--- config.mk ---
export PLATFORM = sky130hd
export DESIGN_NAME = mem_port_arbiter
export DESIGN_NICKNAME = d
export VERILOG_FILES = /design/src/rtl/mem_port_arbiter.sv
export SDC_FILE = /design/constraint.sdc
export NUM_CORES = 1
export LEC_CHECK = 0
export BUFFER_PORTS_ARGS = -buffer_cell sky130_fd_sc_hd__buf_4
export CORE_AREA = 2 2 152 124
export CTS_CLUSTER_DIAMETER = 40
export DETAILED_ROUTE_END_ITERATION = 7
export DIE_AREA = 0 0 154 126
export SYNTH_ARGS = -nofsm -noshare
export SYNTH_HDL_FRONTEND = slang
export SYNTH_SLANG_ARGS = --single-unit
--- constraint.sdc ---
create_clock -name CLK -period 1.6 [get_ports CLK]
set_input_delay 0.32 -clock CLK [delete_from_list [all_inputs] [get_ports CLK]]
set_output_delay 0.32 -clock CLK [all_outputs]
set_load 0.005 [all_outputs]
--- src/rtl/mem_port_arbiter.sv ---
// Shares the single data-memory port between the load queue and the store commit buffer.
// Loads have priority; a saturating starvation counter forces a store through after STARVE_MAX load grants.
module mem_port_arbiter #(
    parameter int MEM_LAT    = 2,
    parameter int TAG_W      = 4,
    parameter int STARVE_MAX = 3
) (
    input  logic             CLK,
    input  logic             RESET,
    input  logic             ld_req_valid,
    output logic             ld_req_ready,
    input  logic [31:0]      ld_addr,
    input  logic [TAG_W-1:0] ld_tag,
    input  logic             st_req_valid,
    output logic             st_req_ready,
    input  logic [31:0]      st_addr,
    input  logic [31:0]      st_data,
    input  logic [1:0]       st_size,
    input  logic             flush,
    output logic             ld_resp_valid,
    output logic [31:0]      ld_resp_data,
    output logic [TAG_W-1:0] ld_resp_tag,
    output logic             st_done,
    output logic [31:0]      data_address_2DM,
    output logic [31:0]      data_write_2DM,
    output logic [1:0]       data_write_size_2DM,
    output logic             MemRead_2DM,
    output logic             MemWrite_2DM,
    input  logic [31:0]      data_read_fDM
);
    localparam int LAT_W = (MEM_LAT > 1) ? $clog2(MEM_LAT) : 1;
    localparam int STV_W = (STARVE_MAX > 0) ? $clog2(STARVE_MAX + 1) : 1;
    localparam logic [LAT_W-1:0] LAT_INIT = LAT_W'(MEM_LAT - 1);
    localparam logic [STV_W-1:0] STV_LIM  = STV_W'(STARVE_MAX);

    typedef enum logic {IDLE, ACCESS} state_t;

    state_t           state_q, state_d;
    logic [LAT_W-1:0] lat_cnt_q, lat_cnt_d;
    logic [STV_W-1:0] starve_cnt_q, starve_cnt_d;
    logic             kill_q, kill_d;
    logic             is_store_q, is_store_d;
    logic [TAG_W-1:0] tag_q, tag_d;
    logic [31:0]      mem_addr_q, mem_addr_d;
    logic [31:0]      mem_wdata_q, mem_wdata_d;
    logic [1:0]       mem_size_q, mem_size_d;
    logic             mem_read_q, mem_read_d;
    logic             mem_write_q, mem_write_d;
    logic             ld_resp_valid_q, ld_resp_valid_d;
    logic [31:0]      ld_resp_data_q, ld_resp_data_d;
    logic [TAG_W-1:0] ld_resp_tag_q, ld_resp_tag_d;
    logic             st_done_q, st_done_d;
    logic             idle, sel_ld, sel_st;
    logic             unused_ld_addr_lsbs;

    // Loads are forwarded word-aligned, so the byte-offset bits are dropped.
    assign unused_ld_addr_lsbs = ^ld_addr[1:0];

    assign idle   = (state_q == IDLE) && !RESET;
    assign sel_st = idle && st_req_valid && (!ld_req_valid || (starve_cnt_q == STV_LIM) || flush);
    assign sel_ld = idle && !sel_st && ld_req_valid && !flush;

    assign ld_req_ready        = sel_ld;
    assign st_req_ready        = sel_st;
    assign ld_resp_valid       = ld_resp_valid_q;
    assign ld_resp_data        = ld_resp_data_q;
    assign ld_resp_tag         = ld_resp_tag_q;
    assign st_done             = st_done_q;
    assign data_address_2DM    = mem_addr_q;
    assign data_write_2DM      = mem_wdata_q;
    assign data_write_size_2DM = mem_size_q;
    assign MemRead_2DM         = mem_read_q;
    assign MemWrite_2DM        = mem_write_q;

    always_comb begin
        // NOTE: every _d starts from its _q (pulses from 0) so no branch can leave a latch behind.
        state_d         = state_q;
        lat_cnt_d       = lat_cnt_q;
        starve_cnt_d    = starve_cnt_q;
        kill_d          = kill_q;
        is_store_d      = is_store_q;
        tag_d           = tag_q;
        mem_addr_d      = mem_addr_q;
        mem_wdata_d     = mem_wdata_q;
        mem_size_d      = mem_size_q;
        mem_read_d      = mem_read_q;
        mem_write_d     = mem_write_q;
        ld_resp_valid_d = 1'b0;
        ld_resp_data_d  = ld_resp_data_q;
        ld_resp_tag_d   = ld_resp_tag_q;
        st_done_d       = 1'b0;

        case (state_q)
            IDLE: begin
                if (sel_ld) begin
                    state_d     = ACCESS;
                    lat_cnt_d   = LAT_INIT;
                    kill_d      = 1'b0;
                    is_store_d  = 1'b0;
                    tag_d       = ld_tag;
                    mem_addr_d  = {ld_addr[31:2], 2'b00};
                    mem_wdata_d = '0;
                    mem_size_d  = '0;
                    mem_read_d  = 1'b1;
                    mem_write_d = 1'b0;
                    if (st_req_valid) begin
                        starve_cnt_d = (starve_cnt_q == STV_LIM) ? STV_LIM : starve_cnt_q + 1'b1;
                    end
                end else if (sel_st) begin
                    state_d      = ACCESS;
                    lat_cnt_d    = LAT_INIT;
                    kill_d       = 1'b0;
                    is_store_d   = 1'b1;
                    mem_addr_d   = st_addr;
                    mem_wdata_d  = st_data;
                    mem_size_d   = st_size;
                    mem_read_d   = 1'b0;
                    mem_write_d  = 1'b1;
                    starve_cnt_d = '0;
                end
            end
            ACCESS: begin
                if (flush && !is_store_q) begin
                    kill_d = 1'b1;
                end
                if (lat_cnt_q == '0) begin
                    state_d     = IDLE;
                    kill_d      = 1'b0;
                    mem_addr_d  = '0;
                    mem_wdata_d = '0;
                    mem_size_d  = '0;
                    mem_read_d  = 1'b0;
                    mem_write_d = 1'b0;
                    if (is_store_q) begin
                        st_done_d = 1'b1;
                    end else begin
                        // A flush on the completing cycle kills the response just like an earlier one.
                        ld_resp_valid_d = !kill_q && !flush;
                        ld_resp_data_d  = data_read_fDM;
                        ld_resp_tag_d   = tag_q;
                    end
                end else begin
                    lat_cnt_d = lat_cnt_q - 1'b1;
                end
            end
            default: state_d = IDLE;
        endcase
    end

    // NOTE: sequential state uses non-blocking assignments so every flop samples pre-edge values.
    always_ff @(posedge CLK) begin
        if (RESET) begin
            state_q         <= IDLE;
            lat_cnt_q       <= '0;
            starve_cnt_q    <= '0;
            kill_q          <= 1'b0;
            is_store_q      <= 1'b0;
            tag_q           <= '0;
            mem_addr_q      <= '0;
            mem_wdata_q     <= '0;
            mem_size_q      <= '0;
            mem_read_q      <= 1'b0;
            mem_write_q     <= 1'b0;
            ld_resp_valid_q <= 1'b0;
            ld_resp_data_q  <= '0;
            ld_resp_tag_q   <= '0;
            st_done_q       <= 1'b0;
        end else begin
            state_q         <= state_d;
            lat_cnt_q       <= lat_cnt_d;
            starve_cnt_q    <= starve_cnt_d;
            kill_q          <= kill_d;
            is_store_q      <= is_store_d;
            tag_q           <= tag_d;
            mem_addr_q      <= mem_addr_d;
            mem_wdata_q     <= mem_wdata_d;
            mem_size_q      <= mem_size_d;
            mem_read_q      <= mem_read_d;
            mem_write_q     <= mem_write_d;
            ld_resp_valid_q <= ld_resp_valid_d;
            ld_resp_data_q  <= ld_resp_data_d;
            ld_resp_tag_q   <= ld_resp_tag_d;
            st_done_q       <= st_done_d;
        end
    end
endmodule

==> results_dict.tcl <==
set metrics [dict create \
    dp_hpwl_mm 9.76 \
    maxSlewViolCount 0 \
    initial_core_util 0.247 \
    dr.pass1.iters 4 \
    reg2reg_from "state_q$_SDFF_PP0_" \
    worst_ep_arrival_time_ns 1.30 \
    vias_per_cell 4.48 \
    place_area_um2 6610 \
    rsz0062_at_grt "true" \
    drt-initial-drc-count 226 \
    cts-buffers-inserted 17 \
    final_net_count 887 \
    grt_overflow 0 \
    postLayoutCoreUtil 0.411 \
    die_area_um2 19400 \
    design_area_um2 7350 \
    clock-root-buffer "clkbuf_16" \
    antenna_cells 0 \
    row_count 44 \
    wl_per_cell_um 14.2 \
    cts_tree "built" \
    grt_pass1_wl_mm 22.5 \
    grt_pass1_vias 4338 \
    rrSetupSlack_ns 0.11 \
    cp-start-kind "flip-flop" \
    postSynthCellCount 503 \
    max_slew_margin 0.772 \
    antenna_found_initial 0 \
    fmax_ghz 0.616 \
    layoutNonFillerInstCount 990 \
    cap_violations 0 \
    yosysTopAreaCellShare 0.525 \
    ioPinCount 247 \
    drt_wl_total_mm 14.1 \
    clk_latency_ns 0.41 \
    syn-num-nets 642 \
    ys_seq_elements 116 \
    grt_max_degree 70 \
    p_per_area_nw_per_um2 1200 \
    dieHeight_um 126 \
    place_congestion 0.733 \
    layout_min_cycle_time_ns 1.62 \
    vias 4434 \
    ant_nets 0 \
    hold_depth 2 \
    syn_area_per_cell_um2 8.80 \
    numPortBuffers 244 \
    violations "negative setup slack" \
    worstMarginPinSlew_ns 0.342 \
    placed_cells 954 \
    final-hold-violation-count 0 \
    grt_use_total 0.146 \
    crit_required_ns 1.28 \
    period_share 1.01 \
    setup.worst_path.class "reg -> out" \
    cts_max_level 4 \
    clock_skew_ns 0.00898 \
    fin_ws_ns -0.0232 \
    peakVddDrop_mv 0.461 \
    critPathMaxFanout 3 \
    holdPathEnd "data_write_2DM[30]$_SDFFE_PP0P_" \
    remaining_drc_errors 0 \
    min_from "st_data[30]" \
    cts.sinks 116 \
    status "finished with violations" \
    yosysWarnings 0 \
    drive_gt1_frac 0.449 \
    seq_area_frac_synth 0.525 \
    synthesis.area_um2 4420 \
    ff2ff_path_depth 7 \
    leakage_nw 3.28 \
    setup_viol 1 \
    worstReg2RegEnd "data_address_2DM[3]$_SDFFE_PP0P_" \
    die_x_um 154 \
    end_kind "output port" \
    synth_top_cells_by_area "dfxtp_1, nand2_1, a22o_1" \
    hold_path.class "in -> reg" \
    cts_max_path_buffers 2 \
    fillCellCount 1818 \
    clk_pin_slew_ns 0.05 \
    core_um2 17900 \
    area_delta_synth_final_pct 66.1 \
    yosysTopAreaCell "dfxtp_1" \
    synth_cell_types 35 \
]
==> placed cells by master (no fill, tap or decap), types with 2 or more instances in the layout <==
master and n:
buf_4 257, dfxtp_1 113, nand2_1 112, a21oi_1 43
a22o_1 36, inv_1 32, nand3_1 31, a31o_2 30
a31oi_1 30, clkbuf_16 17, buf_12 9, nor2_1 5
bufinv_16 5, clkbuf_8 4, nor3_1 3, nand2b_4 2
clkinv_4 2, nand2b_2 2, a21o_1 2, clkbuf_1 2
buf_6 2, dfxtp_4 2
==> report_power, final <==
group / switching [mW] / internal [mW] / total [mW]
registers: 0.112 / 3.10 / 3.22
clock network: 1.32 / 2.92 / 4.24
logic: 0.601 / 0.784 / 1.39
total: 2.03 / 6.81 / 8.84
==> state kept, by name (all words and copies together) (netlist names), 2 cells and up <==
register	flops
data_address_2DM	32
data_write_2DM	32
data_write_size_2DM	2
ld_resp_data	32
ld_resp_tag	4
starve_cnt_q	2
tag_q	4
==> layout make-up <==
cell class	count	area, µm²	share of cell area
tap	230	288	0.0392
clock inverter	8	171	0.0233
timing repair buffer	268	2130	0.290
inverter	33	129	0.0175
sequential	116	2330	0.317
clock buffer	23	488	0.0664
multi-input combinational	312	1810	0.246
==> stage by stage <==
stage,setup slack [ns],TNS (ns),hold WS (ns),power (mW)
6_report,-0.0232,-0.0232,0.126,8.84
5_1_grt,-0.0863,-0.0863,0.104,9.26
4_1_cts,-0.0477,-0.0536,0.101,8.99
3_3_place_gp,0.0403,0,0.418,4.65
2_1_floorplan,0.178,0,0.399,3.86
3_5_place_dp,0.0569,0,0.421,4.65
==> repair_timing <==
action,CTS,global route
gates resized for setup,9,3
setup endpoints to repair,2,7
pin swaps,3,1
hold buffers,0,0
setup buffers,5,0
==> synthesized netlist by cell type, drive strengths merged <==
library cell  instances
nor2b                 1
a21o                  2
and2                  1
clkinv                1
nand3                31
a41oi                 1
dfxtp               116
o21a                  1
a31o                 30
a31oi                30
inv                  32
nand2               113
a211oi                1
o21ai                 2
or4b                  1
o21bai                1
nand2b                5
a21oi                43
nor4b                 1
nor4                  1
nor3                  4
nor2                  6
a22o                 36
clkbuf               21
buf                  21
and2b                 1
==> critical path, cell delays in order (launching register included) <==
cell	delay, ns
dfxtp_4	0.35
nor4b_4	0.26
nand2_2	0.11
clkinv_4	0.08
buf_6	0.09
==> metal layers <==
layer | vias to the layer above | global-route usage | wire, µm
met3 | 14 | 0.0619 | 1270
met2 | 171 | 0.227 | 6370
met1 | 2014 | 0.181 | 6220
li1 | 2235 | - | -
met4 | 0 | 0.0506 | 203
met5 | - | 0 | 0
==> how the worst max path moves through the flow <==
stage	start	endpoint	slack, ns	cells after the start
final	state_q$_SDFF_PP0_	ld_req_ready	-0.02	4
after global routing	state_q$_SDFF_PP0_	ld_req_ready	-0.09	4
after CTS	state_q$_SDFF_PP0_	ld_req_ready	-0.05	4
after detailed placement	state_q$_SDFF_PP0_	data_address_2DM[3]$_SDFFE_PP0P_	0.06	4
after global placement	flush	ld_req_ready	0.04	5
after floorplan	RESET	ld_req_ready	0.18	5
==> kinds of logic after synthesis <==
family | count (synthesis) | share of synthesized area
flip-flops | 116 | 0.525
AO/OA/AOI/OAI | 147 | 0.236
buffers and inverters | 75 | 0.0747
AND/OR/NAND/NOR | 165 | 0.165
Note: power is estimated with default switching activity, not from simulation.
